<file path="src/rtl/q_sys_pll_seq_pkg.sv">
// Shared types and helpers for the PLL powerdown sequencer: state encoding,
// retry counter width and the sequencing counter width.
package q_sys_pll_seq_pkg;

    localparam int RETRY_W = 8;

    typedef enum logic [1:0] {
        POWERDOWN,
        WAIT_LOCK,
        FILTER,
        LOCKED
    } pll_seq_state_t;

    // The counter only has to reach (largest cycle parameter - 1).
    function automatic int cnt_width(input int a, input int b, input int c);
        int m;
        m = a;
        if (b > m) m = b;
        if (c > m) m = c;
        return (m < 2) ? 1 : $clog2(m);
    endfunction

endpackage

</file>
<file path="src/rtl/q_sys_pll_seq_sync.sv">
// Multi-flop synchronizer for a single asynchronous level (PLL lock status).
module q_sys_pll_seq_sync #(
    parameter int DEPTH = 2
) (
    input  logic clk,
    input  logic reset,
    input  logic d,
    output logic q
);

    logic [DEPTH-1:0] stage;

    always_ff @(posedge clk) begin
        if (reset) begin
            stage <= '0;
        end else begin
            stage[0] <= d;
            for (int i = 1; i < DEPTH; i++) begin
                stage[i] <= stage[i-1];
            end
        end
    end

    assign q = stage[DEPTH-1];

endmodule

</file>
<file path="src/rtl/q_sys_pll_powerdown_sequencer.sv">
// PLL powerdown / lock-qualification sequencer with timeout and loss-of-lock retry.
// Define PLL_SEQ_LOCK_SYNC_EN to pass pll_locked through a 2-flop synchronizer.
module q_sys_pll_powerdown_sequencer
    import q_sys_pll_seq_pkg::*;
#(
    parameter int POWERDOWN_CYCLES    = 1000,
    parameter int LOCK_FILTER_CYCLES  = 256,
    parameter int LOCK_TIMEOUT_CYCLES = 100000
) (
    input  logic               clk,
    input  logic               reset,
    input  logic               pll_locked,
    input  logic               req_reset,
    output logic               pll_powerdown,
    output logic               pll_locked_stable,
    output logic               timeout_err,
    output logic               lol_err,
    output logic [RETRY_W-1:0] retry_count
);

    localparam int CW = cnt_width(POWERDOWN_CYCLES, LOCK_FILTER_CYCLES, LOCK_TIMEOUT_CYCLES);
    localparam logic [CW-1:0] PD_LAST     = CW'(POWERDOWN_CYCLES - 1);
    localparam logic [CW-1:0] FILTER_LAST = CW'(LOCK_FILTER_CYCLES - 1);
    localparam logic [CW-1:0] TO_LAST     = CW'(LOCK_TIMEOUT_CYCLES - 1);

    logic           lock_s;
    pll_seq_state_t state;
    logic [CW-1:0]  cnt;

`ifdef PLL_SEQ_LOCK_SYNC_EN
    q_sys_pll_seq_sync #(
        .DEPTH(2)
    ) u_lock_sync (
        .clk   (clk),
        .reset (reset),
        .d     (pll_locked),
        .q     (lock_s)
    );
`else
    assign lock_s = pll_locked;
`endif

    // Outputs are updated together with the state so they reflect the new state.
    always_ff @(posedge clk) begin
        if (reset) begin
            state             <= POWERDOWN;
            cnt               <= '0;
            pll_powerdown     <= 1'b1;
            pll_locked_stable <= 1'b0;
            timeout_err       <= 1'b0;
            lol_err           <= 1'b0;
            retry_count       <= '0;
        end else begin
            timeout_err <= 1'b0;
            lol_err     <= 1'b0;
            if (req_reset) begin
                state             <= POWERDOWN;
                cnt               <= '0;
                pll_powerdown     <= 1'b1;
                pll_locked_stable <= 1'b0;
            end else begin
                case (state)
                    POWERDOWN: begin
                        if (cnt == PD_LAST) begin
                            state         <= WAIT_LOCK;
                            cnt           <= '0;
                            pll_powerdown <= 1'b0;
                        end else begin
                            cnt <= cnt + 1'b1;
                        end
                    end
                    WAIT_LOCK: begin
                        if (lock_s) begin
                            state <= FILTER;
                            cnt   <= '0;
                        end else if (cnt == TO_LAST) begin
                            state         <= POWERDOWN;
                            cnt           <= '0;
                            pll_powerdown <= 1'b1;
                            timeout_err   <= 1'b1;
                            if (retry_count != '1) retry_count <= retry_count + 1'b1;
                        end else begin
                            cnt <= cnt + 1'b1;
                        end
                    end
                    FILTER: begin
                        if (!lock_s) begin
                            state <= WAIT_LOCK;
                            cnt   <= '0;
                        end else if (cnt == FILTER_LAST) begin
                            state             <= LOCKED;
                            cnt               <= '0;
                            pll_locked_stable <= 1'b1;
                        end else begin
                            cnt <= cnt + 1'b1;
                        end
                    end
                    LOCKED: begin
                        if (!lock_s) begin
                            state             <= POWERDOWN;
                            cnt               <= '0;
                            pll_powerdown     <= 1'b1;
                            pll_locked_stable <= 1'b0;
                            lol_err           <= 1'b1;
                            if (retry_count != '1) retry_count <= retry_count + 1'b1;
                        end
                    end
                    default: begin
                        state         <= POWERDOWN;
                        cnt           <= '0;
                        pll_powerdown <= 1'b1;
                    end
                endcase
            end
        end
    end

endmodule

</file>
<file path="config.mk">
export PLATFORM = sky130hd
export DESIGN_NAME = q_sys_pll_powerdown_sequencer
export DESIGN_NICKNAME = d
export VERILOG_FILES = /design/src/rtl/q_sys_pll_seq_pkg.sv /design/src/rtl/q_sys_pll_seq_sync.sv /design/src/rtl/q_sys_pll_powerdown_sequencer.sv
export SDC_FILE = /design/constraint.sdc
export NUM_CORES = 1
export LEC_CHECK = 0
export BUFFER_PORTS_ARGS = -buffer_cell sky130_fd_sc_hd__buf_2
export CAP_MARGIN = 10
export CORE_ASPECT_RATIO = 2
export CORE_UTILIZATION = 55
export CTS_CLUSTER_DIAMETER = 150
export DETAILED_ROUTE_END_ITERATION = 16
export PLACE_DENSITY_LB_ADDON = 0.3
export SLEW_MARGIN = 10
export SYNTH_ARGS = -nofsm -noshare
export SYNTH_HDL_FRONTEND = slang
export SYNTH_SLANG_ARGS = --single-unit
</file>
<file path="constraint.sdc">
create_clock -name clk -period 3 [get_ports clk]
set_input_delay 0.15 -clock clk [delete_from_list [all_inputs] [get_ports clk]]
set_output_delay 0.15 -clock clk [all_outputs]
set_load 0.01 [all_outputs]
</file>
==> metrics.txt, run 1 <==
final worst path period need 2.19 ns; Arrival @ worst endpoint 2.34 ns; Buf/Inv on CP 0; clock sink count 31; reg2reg start cnt[10]; # Max-Cap Violations 0; antenna cells 0; TritonCTS clock tree yes; sequential power share 0.485; clock skew 0.00840 ns; post-place setup slack 0.819 ns; post-synth cell types 39; top post-synthesis cells by area dfxtp_1, nor2_1, xnor2_1, nand2_1, nand3_1; DR iter-0 viols 40; Post-synth top cells dfxtp_1, nor2_1, nand2_1, xnor2_1; Num CTS Buffers 5; Worst slew margin 0.568; Synth async-reset ratio 0; final antenna-violating net count 0; Die Area between 3000 and 4000 um^2; Critical Path Max Stage Delay 0.60 ns; CP Launch Type register; EDFF count, synth 0; R2R depth 5; global routing's busiest layer met2; number of antenna violations at the first check in global routing 0; part of the cycle the worst path needs 0.731; Clock Tree Buf Depth 2; Crit Path Max Fanout 16; Top delay family on crit path simple AND/OR/NAND/NOR gates; vias in the first global route 1323; global routing usage on met2 0.503; initial core utilization 0.594; area delta synth->final 12.1%; # IOs 16; yosys warns 0; grt met3 use 0.0780; Final Setup Violations 0; clock slew at reported path FFs 0.07 ns; Worst Max-Slew Pin Slew 0.648 ns; final slew viol count 0; Std-Cell Rows 26; root buffer cell clkbuf_8; Crit. End Element register; Core ar. 2600 um^2; Pleak 0.597 nW; most common cell in the netlist dfxtp_1; sequential area share after synthesis 0.402; Final Util 0.665; Min-Delay Startpoint reset; Reg2Reg Setup Slack 0.81 ns; area leader, netlist dfxtp_1; Skew-Pair Late Insertion Delay 0.29 ns; flops & latches, synth 31; DRC 0; Tot GR Track Use 0.255; average wire per standard cell ~15 um; Seq. cell area 621 um^2; Psw 0.168 mW; Final #Nets 202; CP cell instances or4b_4 > nor4_2 > a21oi_2 > o31ai_4 > nor2_1; DRT Pass-1 Iters 4; synthesized area 1550 um^2; Logic pwr share 0.019; worst hold endpoint retry_count[7]; Synth Instances between 150 and 200; vias 1366; Post-Syn Nets 187; post-DP HPWL 2420 um; die width 39.5 um; clock share of power 0.496; RSZ-0062 raised after global routing no; Peak Freq 456 MHz; top_reg_cell synth dfxtp_1; Min-Delay Path Depth 2; first-pass GRT wire length 5290 um; Multi-input gate area 861 um^2; GP Congestion between 0.8 and 0.9; layout cells sized above 1 0.168; Die Y 77.0 um; syn avg cell area 8.54 um^2; PD cells approximately 500 nW/um^2; Tightest Hold Check Type input port to register; final hold violation count 0; CP Class register to register; Sw Share 0.197; CTS H-tree depth 2; r2r endpoint cnt[8]; status complete, no violations; met1 GRT Util 0.180; postcts setup bufs 0; post-synth top area share 0.402; Final WS setup 0.806 ns; vias per inst 6.07; setup TNS 0 ns; Fill cells 230; Peak VDD IR 0.521 mV; CTS resizes 0; slowest cell on the critical path o31ai_4; global route total overflow 0; IO Port Bufs 15; Required @ worst endpoint 3.15 ns; Internal Pwr Total 0.686 mW; Post-CTS Hold Fix Bufs 0; total wire length 3280 um; largest net degree at the start of global routing 17
-- layout by cell type, fill, tap and decap left out, types with 5 or more instances in the layout --
cell,count
dfxtp_1,31
nor2_1,28
buf_2,15
nand2_1,12
xnor2_1,12
nand3_1,8
nor3_1,8
a21oi_1,7
nand4_1,6
and3_1,6
inv_1,6
clkbuf_8,6
o31ai_1,5
nor3b_1,5
-- power by group through the flow --
stage	Clock (mW)	Sequential (mW)	Combinational (mW)
global route	0.449	0.414	0.0180
finish	0.424	0.414	0.0161
global placement	0	0.423	0.0155
CTS	0.435	0.414	0.0161
floorplan	0	0.423	0.0130
detailed placement	0	0.424	0.0163
-- layer usage --
layer	part of all wire	routed length, um
met2	0.59	1940
met3	0.032	105
met1	0.35	1160
met4	0.024	80
met5	0	0
-- metrics by stage --
stage                     instance area [um^2]  hold slack [ns]  total power [mW]  std cells
final                                     1730            0.165             0.855        225
after floorplan                           1550            0.382             0.436        181
after global routing                      1730            0.160             0.881        225
after detailed placement                  1610            0.468             0.440        217
after CTS                                 1730            0.153             0.865        225
after global placement                    1610            0.461             0.439        217
-- worst reg2reg max path: cells and delay by family, from the launching register on --
kind,cells,cell delay (ns)
AOI/OAI and AO/OA,2,0.76
DFF,1,0.34
and+or+nand+nor,3,0.96
-- registers in the layout, indices dropped and copies added (netlist names) --
register           cells
retry_count            8
pll_locked_stable      1
pll_powerdown          1
lol_err                1
cnt                   17
timeout_err            1
state                  2
-- cell families (layout without fill, tap and decap cells) --
| family | count (synthesis) | after routing | share of synthesized area |
|---|---|---|---|
| compound gates | 26 | 26 | 0.121 |
| xor+xnor | 15 | 15 | 0.0850 |
| fa+ha+maj | 2 | 2 | 0.0162 |
| buf+inv | 13 | 29 | 0.0413 |
| flops | 31 | 31 | 0.402 |
| mux | 3 | 3 | 0.0211 |
| simple gates | 91 | 91 | 0.314 |
-- worst max path at each step --
stage                 start  endpoint  slack (ns)  depth (start not counted)
finish              cnt[10]    cnt[8]        0.81                          5
global route        cnt[10]    cnt[9]        0.63                          5
CTS                 cnt[10]    cnt[8]        0.78                          5
detailed placement  cnt[10]    cnt[8]        0.82                          5
global placement    cnt[10]    cnt[8]        0.88                          5
floorplan           cnt[10]    cnt[1]        1.12                          6
-- cell type report --
class | count | share of cell area
inverters | 6 | 0.0130
repair buffers | 15 | 0.0434
clock buffers | 6 | 0.0477
well taps | 28 | 0.0202
flip-flops and latches | 31 | 0.358
multi-input cells | 137 | 0.497
clock inverters | 2 | 0.0202
(Power assumes the default switching activity.)
==> inputs of run 2 (changes only) <==
Settings changed: ABC_AREA set to 1.
Clock period 3 ns to 2.1 ns, I/O delays scaled along.
==> run 2 against run 1 <==
- clock power grew 11%
- utilization down 3.8 points
- sequential power grew 43%
- synthesized area rose by 17%
- total power rose by 27%
- register-to-register slack worse by 0.43 ns
- flip-flop and latch count unchanged
- global-route usage is 0.58 points lower
==> metrics.txt, run 2 <==
status complete, no violations; yosys warns 0 (unchanged); postcts setup bufs 0 (unchanged); Synth async-reset ratio 0 (unchanged); adder-cell share of the synthesized area 0.0139 (-0.00232); Skew-Pair Late Insertion Delay 0.28 ns (about the same); most common cell in the netlist nand2_1; area leader, netlist dfxtp_1; total wire length 3850 um (+17%); die width 42.5 um (+7.6%); register with the most flip-flops cnt; clock slew at reported path FFs 0.06 ns (about the same); clock share of power 0.431 (-0.065); Crit Path Max Fanout 13 (-3); sequential power share 0.544 (+0.059); post-synth cell types 33 (-15%); Setup crit end cnt[3]; clock skew 0.00389 ns (-0.00451 ns); Clock Tree Buf Depth 2 (unchanged); Peak VDD IR 0.467 mV (-10%); Synth Area in Compound Gates 0.0687 (-0.0520); post-synthesis mux area share 0.00555 (-0.0155); most common cell after layout, fill and taps aside nand2_1; top post-synthesis cells by area dfxtp_1, nand2_1, nor2_1, nand3_1, inv_1; vias per inst 5.24 (-14%); first-pass GRT wire length 6610 um (+25%); # IOs 16 (unchanged); syn avg cell area 6.89 um^2 (-19%); Post-Syn Nets 268 (+43%); crit path from cnt[0]; final worst path period need 1.72 ns (-0.474 ns); Final #Nets 286 (+42%); Psw 0.234 mW (+39%); GP Congestion 0.908 (+8.2%); Worst slew margin 0.715 (+0.147); DRT Pass-1 Iters 4 (unchanged); Crit. End Element register; Worst Max-Slew Pin Slew 0.424 ns (-0.223 ns); Final Setup Violations 0 (unchanged); Std-Cell Rows 29 (+12%); RSZ-0062 raised after global routing no; clock sink count 31 (unchanged); r2r endpoint cnt[3]; commonest cells after routing, fill and taps aside nand2_1, nor2_1, nand3_1, dfxtp_1, inv_1; IO Port Bufs 15 (unchanged); CTS resizes 0 (unchanged); Reg2Reg Setup Slack 0.38 ns (-0.43 ns); layout cells sized above 1 0.196 (+0.0289); area share of xor/xnor cells in the synthesized design 0.0631 (-0.0219); final antenna-violating net count 0 (unchanged); Pleak 0.821 nW (+37%); Arrival @ worst endpoint 1.89 ns (-0.45 ns); Core ar. 3160 um^2 (+21%); Largest register FFs 17 (unchanged); root buffer cell clkbuf_8; synthesized area 1800 um^2 (+17%); final instance area 1980 um^2 (+14%); Peak Freq 581 MHz (+28%); Tot GR Track Use 0.250 (-0.00580); average wire per standard cell 12.4 um (-15%); Synth Instances 262 (+45%); post-synth top area share 0.344 (-0.0577); post-place instance area 1890 um^2 (+17%); top_reg_cell synth dfxtp_1; number of antenna violations at the first check in global routing 0 (unchanged); CP Class register to register; part of the cycle the worst path needs 0.819 (+0.0877); total power 1.09 mW (+27%); DRC 0 (unchanged); reg2reg start cnt[0]; sequential area share after synthesis 0.344 (-0.0577); CTS H-tree depth 2 (unchanged); TritonCTS clock tree yes; Num CTS Buffers 5 (unchanged); final slew viol count 0 (unchanged); largest registers cnt (17), retry_count (8), state (2); Post-synth top cells nand2_1, nor2_1, dfxtp_1, nand3_1, inv_1; final hold violation count 0 (unchanged); flops & latches, synth 31 (unchanged); Logic pwr share 0.026 (+0.007); R2R depth 12 (+7); Tightest Hold Check Type input port to register; setup TNS 0 ns (unchanged); Post-CTS Hold Fix Bufs 0 (unchanged); vias 1629 (+19%); Sw Share 0.215 (+0.0177); CP Launch Type register; largest net degree at the start of global routing 14 (-3); # Max-Cap Violations 0 (unchanged); PD cells 549 nW/um^2 (+11%); area delta synth->final 9.85%; DR iter-0 viols 20 (-50%); initial core utilization 0.572 (-0.0222); EDFF count, synth 0 (unchanged); post-synthesis simple-gate area fraction 0.425 (+0.111); global route total overflow 0 (unchanged); antenna cells 0 (unchanged); Die Area 3530 um^2 (+16%); post-DP HPWL 3120 um (+29%); vias in the first global route 1613 (+22%); largest family of logic cells by synthesized area simple AND/OR/NAND/NOR gates; Die Y 83 um (+7.8%); Required @ worst endpoint 2.27 ns (-0.88 ns); Internal Pwr Total 0.855 mW (+25%)
run 2: changes by cell type in the layout (fill, tap and decap cells not counted), sizes merged, moves of 3 or more:
cell | previous run | this run
inv | 6 | 32
xnor2 | 12 | 4
nand2 | 12 | 63
nor3b | 5 | 0
o31ai | 6 | 0
nor2b | 3 | 0
or4 | 4 | 0
nor3 | 8 | 5
nand3 | 8 | 31
nor2 | 28 | 53
xor2 | 3 | 9
and3 | 7 | 0
run 2: power groups by stage:
stage | registers (mW) | logic (mW) | clock network (mW)
detailed placement | 0.605 | 0.0284 | 0
floorplan | 0.604 | 0.0211 | 0
finish | 0.592 | 0.0278 | 0.469
global placement | 0.605 | 0.0280 | 0
global route | 0.591 | 0.0312 | 0.499
CTS | 0.591 | 0.0285 | 0.483
run 2: worst min-delay path by stage:
stage / endpoint / from / depth (start not counted) / slack [ns]
CTS: retry_count[3] / reset / 2 / 0.09
global route: retry_count[3] / reset / 2 / 0.1
floorplan: timeout_err / pll_locked / 1 / 0.18
global placement: retry_count[3] / reset / 2 / 0.39
finish: retry_count[5] / reset / 2 / 0.09
detailed placement: timeout_err / pll_locked / 2 / 0.39
run 2: cell type report:
| class | count | area [um^2] |
|---|---|---|
| sequential | 31 | 621 |
| tap | 31 | 38.8 |
| timing repair buffer | 15 | 75.1 |
| multi-input combinational | 195 | 1040 |
| clock buffer | 6 | 82.6 |
| inverter | 32 | 120 |
| clock inverter | 1 | 5.00 |
| fill | 315 | 1170 |
run 2: logic make-up after synthesis:
group / Yosys count
AO/OA/AOI/OAI: 18
XOR/XNOR: 13
adder cells (fa/ha/maj): 2
buffers and inverters: 36
flip-flops: 31
multiplexers: 1
AND/OR/NAND/NOR: 161
run 2: layer usage:
metal	track usage	routed length [um]
met5	0	0
met4	0.165	172
met3	0.0413	68
met2	0.501	2310
met1	0.196	1300
run 2: critical path: stages, from the launching register on:
cell and delay, ns:
dfxtp_1 0.36, ha_1 0.18, nand2_1 0.10, inv_1 0.07, nand2_1 0.09, nor2_1 0.14, nand3_1 0.09, nand2_1 0.08
nand2_1 0.07, inv_1 0.07, nand2_1 0.07, nand2_2 0.21, nor2_1 0.08
run 2: metrics by stage:
stage	cells	hold slack (ns)	util	setup slack (ns)
after global placement	304	0.393	0.600	0.450
after global routing	311	0.0966	0.628	0.163
after CTS	311	0.0879	0.628	0.384
final	311	0.0893	0.628	0.380
after detailed placement	304	0.393	0.600	0.389
after floorplan	262	0.184	-	0.579
